<file path="src/rtl/uart_tx_arbiter.sv">
// +--------------------------------------------------------------------------+
// | uart_tx_arbiter: round-robin, one-byte-per-grant sharing of a UART_TX.   |
// | Optional macro ARB_TIMEOUT_EN adds a START timeout.  Rev 1.0             |
// +--------------------------------------------------------------------------+
`timescale 1ns/1ps
`default_nettype none

module uart_tx_arbiter #(
  parameter int NREQ   = 4,
  parameter int DATA_W = 8
`ifdef ARB_TIMEOUT_EN
  , parameter int TIMEOUT = 1023
`endif
) (
  input  logic                     clk,
  input  logic                     rstn,
  input  logic [NREQ-1:0]          req,
  input  logic [NREQ*DATA_W-1:0]   req_data,
  output logic [NREQ-1:0]          ack,
  input  logic                     tx_ready,
  output logic                     tx_start,
  output logic [DATA_W-1:0]        tx_data,
  output logic [$clog2(NREQ)-1:0]  owner,
  output logic                     busy,
  output logic [15:0]              byte_cnt,
  output logic                     err
);

  localparam int IDX_W = $clog2(NREQ);

  typedef enum logic [1:0] {
    IDLE      = 2'd0,
    START     = 2'd1,
    WAIT_DONE = 2'd2
  } state_t;

  state_t             state, state_nx;
  logic [IDX_W-1:0]   rr, rr_nx;
  logic [NREQ-1:0]    ack_nx;
  logic               tx_start_nx;
  logic [DATA_W-1:0]  tx_data_nx;
  logic [IDX_W-1:0]   owner_nx;
  logic               busy_nx;
  logic [15:0]        byte_cnt_nx;
  logic               err_nx;

  logic               found_hi, found_lo, grant_valid;
  logic [IDX_W-1:0]   win_hi, win_lo, winner;
  logic [DATA_W-1:0]  win_data;

`ifdef ARB_TIMEOUT_EN
  localparam int TO_W = $clog2(TIMEOUT + 1);
  logic [TO_W-1:0]    to_cnt, to_cnt_nx;
`endif

  // Search above the pointer first, then wrap to the low indices.
  always_comb begin
    found_hi = 1'b0;
    found_lo = 1'b0;
    win_hi   = '0;
    win_lo   = '0;
    for (int i = 0; i < NREQ; i++) begin
      if (!found_hi && req[i] && (i > int'(rr))) begin
        found_hi = 1'b1;
        win_hi   = IDX_W'(i);
      end
      if (!found_lo && req[i] && (i <= int'(rr))) begin
        found_lo = 1'b1;
        win_lo   = IDX_W'(i);
      end
    end
    grant_valid = found_hi | found_lo;
    winner      = found_hi ? win_hi : win_lo;
  end

  always_comb begin
    win_data = '0;
    for (int i = 0; i < NREQ; i++) begin
      if (IDX_W'(i) == winner) begin
        win_data = req_data[i*DATA_W +: DATA_W];
      end
    end
  end

  always_comb begin
    state_nx    = state;
    rr_nx       = rr;
    ack_nx      = '0;
    tx_start_nx = tx_start;
    tx_data_nx  = tx_data;
    owner_nx    = owner;
    busy_nx     = busy;
    byte_cnt_nx = byte_cnt;
    err_nx      = 1'b0;
`ifdef ARB_TIMEOUT_EN
    to_cnt_nx   = to_cnt;
`endif
    case (state)
      IDLE: begin
        tx_start_nx = 1'b0;
        busy_nx     = 1'b0;
        if (tx_ready && grant_valid) begin
          state_nx    = START;
          tx_data_nx  = win_data;
          owner_nx    = winner;
          ack_nx      = NREQ'(1) << winner;
          tx_start_nx = 1'b1;
          busy_nx     = 1'b1;
`ifdef ARB_TIMEOUT_EN
          to_cnt_nx   = '0;
`endif
        end
      end
      START: begin
        tx_start_nx = 1'b1;
        busy_nx     = 1'b1;
        if (!tx_ready) begin
          tx_start_nx = 1'b0;
          state_nx    = WAIT_DONE;
        end
`ifdef ARB_TIMEOUT_EN
        else if (to_cnt == TO_W'(TIMEOUT)) begin
          // Transmitter never acknowledged: drop the byte but still rotate.
          err_nx      = 1'b1;
          tx_start_nx = 1'b0;
          busy_nx     = 1'b0;
          rr_nx       = owner;
          state_nx    = IDLE;
        end else begin
          to_cnt_nx   = to_cnt + TO_W'(1);
        end
`endif
      end
      WAIT_DONE: begin
        tx_start_nx = 1'b0;
        busy_nx     = 1'b1;
        if (tx_ready) begin
          byte_cnt_nx = byte_cnt + 16'd1;
          rr_nx       = owner;
          busy_nx     = 1'b0;
          state_nx    = IDLE;
        end
      end
      default: begin
        tx_start_nx = 1'b0;
        busy_nx     = 1'b0;
        state_nx    = IDLE;
      end
    endcase
  end

  always_ff @(posedge clk or negedge rstn) begin
    if (!rstn) begin
      state    <= IDLE;
      rr       <= IDX_W'(NREQ - 1);
      ack      <= '0;
      tx_start <= 1'b0;
      tx_data  <= '0;
      owner    <= '0;
      busy     <= 1'b0;
      byte_cnt <= '0;
      err      <= 1'b0;
    end else begin
      state    <= state_nx;
      rr       <= rr_nx;
      ack      <= ack_nx;
      tx_start <= tx_start_nx;
      tx_data  <= tx_data_nx;
      owner    <= owner_nx;
      busy     <= busy_nx;
      byte_cnt <= byte_cnt_nx;
      err      <= err_nx;
    end
  end

`ifdef ARB_TIMEOUT_EN
  always_ff @(posedge clk or negedge rstn) begin
    if (!rstn) begin
      to_cnt <= '0;
    end else begin
      to_cnt <= to_cnt_nx;
    end
  end
`endif

endmodule

`default_nettype wire

</file>
<file path="config.mk">
export PLATFORM = sky130hd
export DESIGN_NAME = uart_tx_arbiter
export DESIGN_NICKNAME = d
export VERILOG_FILES = /design/src/rtl/uart_tx_arbiter.sv
export SDC_FILE = /design/constraint.sdc
export NUM_CORES = 1
export LEC_CHECK = 0
export ABC_AREA = 0
export BUFFER_PORTS_ARGS = -buffer_cell sky130_fd_sc_hd__buf_2
export CAP_MARGIN = 25
export CORE_MARGIN = 2
export CORE_UTILIZATION = 35
export CTS_CLUSTER_SIZE = 40
export DETAILED_ROUTE_END_ITERATION = 7
export PLACE_DENSITY_LB_ADDON = 0.1
export SETUP_SLACK_MARGIN = 0.15
export SLEW_MARGIN = 20
export SYNTH_ARGS = -nofsm -noshare
export SYNTH_HDL_FRONTEND = slang
export SYNTH_SLANG_ARGS = --single-unit
</file>
<file path="constraint.sdc">
create_clock -name clk -period 2.2 [get_ports clk]
set_input_delay 0 -clock clk [delete_from_list [all_inputs] [get_ports clk]]
set_output_delay 0 -clock clk [all_outputs]
set_load 0.1 [all_outputs]
</file>
* After elaboration in Yosys (flattened, before gate mapping)
Cells that the tools add are included.
** Word-level totals
- Register bits :: 36
- Input port bits :: 39
- Logic and storage cells :: 76
** Cells by class
- Add/sub/neg operators :: 1
- Order comparisons :: 6
- Eq/ne operators :: 8
- Shifts and indexed selects :: 1
- Mux-type cells :: 29
- Bitwise logic cells :: 1
- Reductions and logical operators :: 22
** Operators with widths (count)
- $mux W8 :: 4
- $add A16 B1 Y16 const B :: 1
- $mux W2 :: 8
- $logic_and A1 B1 Y1 :: 12
- $mux W1 :: 12
- $mux W4 :: 2
- $ne A2 B2 Y1 const B :: 3
- $pmux W2 S3 :: 1
- $logic_not A1 Y1 :: 5
- $eq A2 B2 Y1 const A :: 2
- $gt A2 B2 Y1 const A :: 2
- $le A2 B2 Y1 const A :: 2
- $logic_not A2 Y1 :: 2
- $reduce_and A2 Y1 :: 2
- $shl A1 B2 Y4 const A :: 1
- $pmux W1 S3 :: 1
- $reduce_and A3 Y1 :: 1
- $eq A1 B2 Y1 const A :: 1
- $eq A2 B1 Y1 const B :: 1
- $eq A2 B2 Y1 const B :: 1
- $gt A1 B2 Y1 const A :: 1
- $le A1 B2 Y1 const A :: 1
- $pmux W1 S2 :: 1
- $or A1 B1 Y1 :: 1

* Longest topological paths before layout
Gate-level depths: netlist of run 1.
- Word-level depth :: 19
- Depth in mapped cells :: 7
- Mapped depth without buffers :: 5

* Worst setup path after synthesis of run 1
OpenSTA, ideal clock, no wires.
- Kind :: register -> register
- Start point :: register byte_cnt[0]
- End point :: register byte_cnt[14]
- Library setup time :: 158 ps
- Arrival time :: 2008 ps
- Setup slack :: 34 ps
- Cell stages (with the launch flop) :: 6
- Path buffers :: 0
- Cell sequence :: dfrtp_1 ha_1 nand4_1 nor3_1 nand4_1 xnor2_1
** Between the ends
- Cells in the longest elaborated chain, start to end :: 1
** Ends and longest elaborated chain
- start: declaration :: line 25 : output logic [15:0] byte_cnt,
- start signal: assignment :: line 171 : byte_cnt <= byte_cnt_nx;
- $add A16 B1 Y16 :: line 138 : byte_cnt_nx = byte_cnt + 16'd1;
Every way passes these cells.
A chain may end at the register's enable or synchronous reset.

* Worst setup path after layout of run 1
- Start point :: register rr[0]
- End point :: register tx_data[7]
** Between the ends
- Cells in the longest elaborated chain, start to end :: 17
** Ends and longest elaborated chain
- start: declaration :: line 38 : logic [IDX_W-1:0] rr, rr_nx;
- start signal: assignment :: line 155 : rr <= IDX_W'(NREQ - 1);
- start signal: assignment :: line 165 : rr <= rr_nx;
- $le A1 B2 Y1 or $gt A1 B2 Y1 (tied branches) :: line 67, 63
- $logic_and A1 B1 Y1 (on tied branches) :: line 67, 63
- $mux W1 (on tied branches) :: line 67, 63
- $logic_not A1 Y1 (on tied branches) :: line 67, 63
- $logic_and A1 B1 Y1 (on tied branches) (2 in a row) :: line 67, 63
- $mux W1 (on tied branches) :: line 67, 63
- $logic_not A1 Y1 (on tied branches) :: line 67, 63
- $logic_and A1 B1 Y1 (on tied branches) (2 in a row) :: line 67, 63
- $mux W2 (tied with other cells) :: line 67 : if (!found_lo && req[i] && (i <= int'(rr))) begin
- $mux W2 :: line 73 : winner = found_hi ? win_hi : win_lo;
- $logic_not A2 Y1 :: line 79 : if (IDX_W'(i) == winner) begin
- $mux W8 (4 in a row) :: line 79
- end signal: assignment :: line 168 : tx_data <= tx_data_nx;
- end: declaration :: line 22 : output logic [DATA_W-1:0] tx_data,
Parallel ways exist; a longest one is shown, timed or not.

==> impl_metrics.yaml, run 1 <==
placed_design:
  dp_hpwl_mm: 2.67
  gp_congestion: 0.711
  placed_area_um2: 2270
  numPortBuffers: 70
critical_path:
  r2r_end: "tx_data[7]$_DFFE_PN0P_"
  arrival_ps: 2100
  crit_type: "register to register"
  worstSetupStartpointType: "register"
  path_max_fanout: 12
  rr_startpoint: "rr[0]$_DFFE_PN1P_"
  required_ps: 2410
  critPathCaptureType: "register"
  ff2ff_setup_slack_ps: 310
  worstRegToRegCells: 6
synthesis:
  yosysWarnings: 0
  synthesis.area_um2: 1840
  syn-num-nets: 209
  ys_ff_latch: 36
  synth.area.top_cells: "dfrtp_1 (46%), mux2i_1 (8.7%), mux2_4 (5.7%), nand2_1 (5.7%), xnor2_1 (5.2%)"
  syn_avg_cell_area_um2: 10.9
  yosys.area.top_type: "dfrtp_1"
  ys_seq_area_frac: 0.490
  yosysTopAreaCellShare: 0.462
  syn_inst: 169
  synth_cell_type_count: 37
floorplan:
  io_pins: 72
  die_y_um: 76.6
  start_util: 0.361
  die-area_um2: 5860
  rows: 26
  dieWidth_um: 76.6
  core-area_um2: 5110
pwr:
  pwr-share-seq: 0.301
  pwr_density_cell_nw_per_um2: 1270
  p_leak_nw: 1.26
  power.switching_mw: 1.54
  pwr-share-comb: 0.542
  peakVddDrop_uv: 775
  intPower_mw: 1.49
  switching_share: 0.508
  clockPowerShare: 0.157
final_layout:
  n_antenna_cell: 0
  fillers: 507
  stdcell_area_um2: 2380
  regArea_um2: 906
  drive_above_1_share: 0.411
  multi_input_area_um2: 865
  nNetsFinal: 285
  synthToLayoutAreaGrowth_pct: 29.3
global_route:
  antenna_found_initial: 0
  grt_pass1_wl_mm: 6.21
  overflow: 0
  grt_max_degree: 37
  grt_pass1_vias: 1339
  track_usage: 0.134
clock_tree:
  post_cts_buffers: 0
  clockBufferDepth: 2
  clkTransAtPathRegs_ps: 70
  htreeDepth: 2
  clkLatencyLatePin_ps: 280
  clock_sinks: 36
  cts_buffers: 5
  root_buffer: "clkbuf_8"
  cts_tree: "built"
route:
  vias: 1422
  drt-met1-wl_mm: 1.65
  vias_per_cell: 4.50
  wl_per_cell_um: 11.2
  wirelength_mm: 3.54
  first_iter_violations: 47
  route.met3.wl_um: 204
  wl_met2_mm: 1.62
  drcViolationCount: 0
  highest_layer: "met4"
  drtAntennaViolNets: 0
  drt-pass1-iter-count: 4
timing:
  finalSetupTns_ps: 0
  whs_ps: 138
  finalCriticalPeriod_ps: 1890
  finalHoldViolations: 0
  rsz0062_at_grt: "false"
  fin_crit_sh: 0.859
  skew_ps: 6.96
  drv_slew: 0
  worstMarginPinSlew_ps: 800
  setup_violations: 0
  slew_headroom: 0.467
  fmaxAchievable_ghz: 0.529
hold_path:
  hold_start: "req[2]"
  worst_hold_path.endpoint: "state[0]$_DFFE_PN0P_"
  hold_path.class: "primary input to register"
  holdPathStages: 4
job:
  drv_cap: 0
status:
  outcome: "complete, no violations"
-- state kept, by name, summed over array words and instances, names as in the netlist --
| signal | flops |
|---|---|
| ack | 4 |
| busy | 1 |
| byte_cnt | 16 |
| owner | 2 |
| rr | 2 |
| state | 2 |
| tx_data | 8 |
| tx_start | 1 |
-- how the worst max path moves through the flow --
stage,from,slack (ps),cells past startpoint,to
after floorplan,byte_cnt[2]$_DFFE_PN0P_,160,4,byte_cnt[14]$_DFFE_PN0P_
after global placement,rr[0]$_DFFE_PN1P_,320,6,tx_data[7]$_DFFE_PN0P_
after detailed placement,rr[0]$_DFFE_PN1P_,280,6,tx_data[7]$_DFFE_PN0P_
after CTS,rr[0]$_DFFE_PN1P_,240,6,tx_data[7]$_DFFE_PN0P_
after global routing,rr[0]$_DFFE_PN1P_,170,6,tx_data[7]$_DFFE_PN0P_
final,rr[0]$_DFFE_PN1P_,310,6,tx_data[7]$_DFFE_PN0P_
-- power groups by stage --
stage | clock network, mW | logic (mW) | registers (mW)
CTS | 0.496 | 1.66 | 0.917
global placement | 0 | 1.65 | 0.930
global route | 0.542 | 1.74 | 0.941
finish | 0.477 | 1.64 | 0.914
floorplan | 0 | 0.551 | 1.77
detailed placement | 0 | 1.65 | 0.929
-- cell type report --
cell class | instances | area share
multi-input combinational | 121 | 0.363
sequential | 36 | 0.380
timing repair buffer | 76 | 0.175
tap | 70 | 0.0367
inverter | 5 | 0.00787
clock buffer | 8 | 0.0378
-- cell usage after synthesis --
cell / n
dfrtp_1: 34
dfstp_2: 2
buf_12: 1
a211oi_2: 1
o21ai_1: 1
and4_1: 1
nor3_1: 4
xor2_1: 4
o21ai_0: 2
mux2i_1: 16
ha_1: 1
conb_1: 1
xnor2_1: 11
nand3_1: 3
and3b_1: 1
or3b_1: 1
nor2_1: 11
o21a_1: 1
mux2_4: 7
a21oi_1: 2
nand2b_1: 4
buf_2: 1
or4_1: 1
nand4_1: 5
nor2b_1: 1
o21ai_2: 7
a221oi_2: 1
buf_4: 3
nand3b_1: 1
nor3b_1: 1
and2_1: 1
inv_1: 5
clkbuf_2: 1
o22ai_1: 2
nand2_1: 28
mux2_2: 1
buf_6: 1
-- cell families after synthesis --
| logic type | Yosys count | share of synthesized area |
|---|---|---|
| AND/OR/NAND/NOR | 63 | 0.162 |
| flip-flops | 36 | 0.490 |
| multiplexers | 24 | 0.150 |
| AO/OA/AOI/OAI | 17 | 0.0726 |
| XOR/XNOR | 15 | 0.0713 |
| buffers and inverters | 12 | 0.0448 |
| adder cells (fa/ha/maj) | 1 | 0.00679 |
| other | 1 | 0.00203 |
-- worst max-delay path, cell delays in order, from the launching register on --
cell	delay, ps
dfstp_2	540
nand2b_1	160
o21ai_0	120
a221oi_2	290
buf_6	210
mux2_2	340
o21ai_0	150
-- cells in the final DEF, fill, tap and decap left out, drive strengths merged, types with 5 or more instances in the layout --
cell | synthesis | layout
buf | 6 | 74
clkbuf | 1 | 8
dfrtp | 34 | 34
inv | 5 | 5
mux2 | 8 | 8
mux2i | 16 | 16
nand2 | 28 | 28
nand4 | 5 | 5
nor2 | 11 | 11
o21ai | 10 | 10
xnor2 | 11 | 11
-- stage by stage --
step | instances | util | worst slack (ps) | power, mW
2_1_floorplan | 169 | - | 163 | 2.32
4_1_cts | 316 | 0.466 | 243 | 3.07
6_report | 316 | 0.467 | 310 | 3.03
3_5_place_dp | 306 | 0.444 | 281 | 2.58
5_1_grt | 316 | 0.467 | 173 | 3.22
3_3_place_gp | 306 | 0.444 | 315 | 2.58
-- layer usage --
metal	up-vias	global-route usage
li1	724	-
met1	643	0.171
met2	49	0.211
met3	6	0.0438
met4	0	0.0545
met5	-	0
-- what timing repair did --
action | CTS | global route
endpoints found under the hold margin | 36 | 0
resized for setup | 0 | 1
setup endpoints to repair | 0 | 1
hold buffers | 2 | 0
Power figures use the tool's default switching activity.
==> inputs of run 2 (changes only) <==
Settings changed: PLACE_DENSITY_LB_ADDON 0.1 to unset.
==> run 2 against run 1 <==
Effect of this change: cell count stayed put; worst hold slack better by 11 ps; non-clock buffer count stayed put; via count is 0.77% higher; core utilization is 0.44 points lower; worst setup slack worse by 54 ps; critical path type unchanged.
==> impl_metrics.yaml, run 2 (synthesis results as in run 1) <==
placed_design:
  numPortBuffers: 70
  dpl.cell_count: 306
  gp_congestion: 0.697
  preCtsSetupSlack_ps: 244
  dp_hpwl_mm: 2.66
critical_path:
  crit_chain: "nand2b_1 > o21ai_0 > a221oi_2 > buf_6 > mux2_2 > o21ai_0"
  path_max_fanout: 12
  path_buf_inv: 1
  cp_slowest_stage_delay_ps: 540
  rr_startpoint: "rr[0]$_DFFE_PN1P_"
  arrival_ps: 2140
  critical-path-top-delay-family: "compound AO/OA/AOI/OAI gates"
  crit_slowest_cell: "dfstp_2"
  ff2ff_setup_slack_ps: 260
  r2r_end: "tx_data[7]$_DFFE_PN0P_"
  crit_top_cell: "o21ai_0"
  worstRegToRegCells: 6
  required_ps: 2400
  worstSetupStartpointType: "register"
  critPathCaptureType: "register"
  crit_type: "register to register"
  critPathLaunch: "rr[0]$_DFFE_PN1P_"
pwr:
  pwr_density_cell_nw_per_um2: 1270
  p_leak_nw: 1.25
  peakVddDrop_uv: 543
clock_tree:
  htreeDepth: 2
  cts_buffers: 5
  cts_tree: "built"
  clock_sinks: 36
  root_buffer: "clkbuf_8"
  clockBufferDepth: 2
  clkTransAtPathRegs_ps: 70
  clkLatencyLatePin_ps: 280
  post_cts_buffers: 0
final_layout:
  largest_reg_flops: 16
  synthToLayoutAreaGrowth_pct: 28.1
  final_cells: 316
  final_common_cell: "buf_2"
  drive_above_1_share: 0.407
  final_cell_mix: "buf_2 (70), dfrtp_1 (32), nand2_1 (28)"
  top_register: "byte_cnt"
  nNetsFinal: 285
  reg_top3: "byte_cnt x16, tx_data x8, ack x4"
  n_antenna_cell: 0
floorplan:
  io_pins: 72
  core-area_um2: 5110
  rows: 26
  die-area_um2: 5860
  start_util: 0.361
  dieWidth_um: 76.6
  die_y_um: 76.6
timing:
  drv_slew: 0
  setup_violations: 0
  fmaxAchievable_ghz: 0.514
  whs_ps: 149
  finalSetupTns_ps: 0
  rsz0062_at_grt: "false"
  skew_ps: 3.62
  worst_slack_ps: 256
  finalCriticalPeriod_ps: 1940
  fin_crit_sh: 0.884
  worstMarginPinSlew_ps: 801
  slew_headroom: 0.466
  finalHoldViolations: 0
route:
  drt-pass1-iter-count: 4
  vias: 1433
  wl_per_cell_um: 11.6
  first_iter_violations: 25
  wirelength_mm: 3.66
  drtAntennaViolNets: 0
  vias_per_cell: 4.53
  drcViolationCount: 0
global_route:
  overflow: 0
  grt_pass1_wl_mm: 6.14
  track_usage: 0.132
  grt_pass1_vias: 1353
  grt_max_degree: 37
  antenna_found_initial: 0
hold_path:
  holdPathStages: 4
  hold_start: "req[2]"
  worst_hold_path.endpoint: "state[0]$_DFFE_PN0P_"
  hold_path.class: "primary input to register"
job:
  drv_cap: 0
status:
  outcome: "complete, no violations"
## run 2: cell counts in the layout (fill, tap and decap cells not counted)
No cell type changed its count.
## run 2: per-stage QoR
stage                     utilization  cell area (um^2)  power [mW]
final                           0.462              2360        3.00
after global routing            0.462              2360        3.15
after global placement          0.442              2260        2.55
after CTS                       0.462              2360        3.03
after detailed placement        0.442              2260        2.57
after floorplan                     -              1850        2.32
## run 2: final cells by class
cell class	count	area [um^2]
timing repair buffer	76	404
clock buffer	8	80.1
fill	517	2750
sequential	36	906
multi-input combinational	121	865
tap	70	87.6
inverter	5	18.8
## run 2: timing repair
action	in CTS	in global routing
hold buffers	2	0
setup endpoints to repair	0	1
resized for setup	0	1
endpoints found under the hold margin	36	0
## run 2: report_power, final
group          internal, mW  leakage [nW]  switching [mW]
combinational         0.413         0.741            1.22
clock                 0.225        0.0395           0.221
sequential            0.813         0.465           0.101
total                  1.45          1.25            1.55
## run 2: worst reg2reg max path: cells and delay by family, from the launching register on
family / cells / cell delay (ps)
AO/OA/AOI/OAI: 3 / 590
buffers and inverters: 1 / 220
flip-flops: 1 / 540
multiplexers: 1 / 340
AND/OR/NAND/NOR: 1 / 170
## run 2: how the worst max path moves through the flow
stage | end | depth (start not counted)
after floorplan | byte_cnt[14]$_DFFE_PN0P_ | 4
after global placement | tx_data[7]$_DFFE_PN0P_ | 6
after detailed placement | tx_data[7]$_DFFE_PN0P_ | 6
after CTS | tx_data[7]$_DFFE_PN0P_ | 6
after global routing | tx_data[7]$_DFFE_PN0P_ | 6
final | tx_data[7]$_DFFE_PN0P_ | 6
## run 2: metal layers
metal	global-route usage	vias up	wire, um
li1	-	727	-
met1	0.163	650	1710
met2	0.218	52	1710
met3	0.0415	4	198
met4	0.0491	0	51
met5	0	-	0
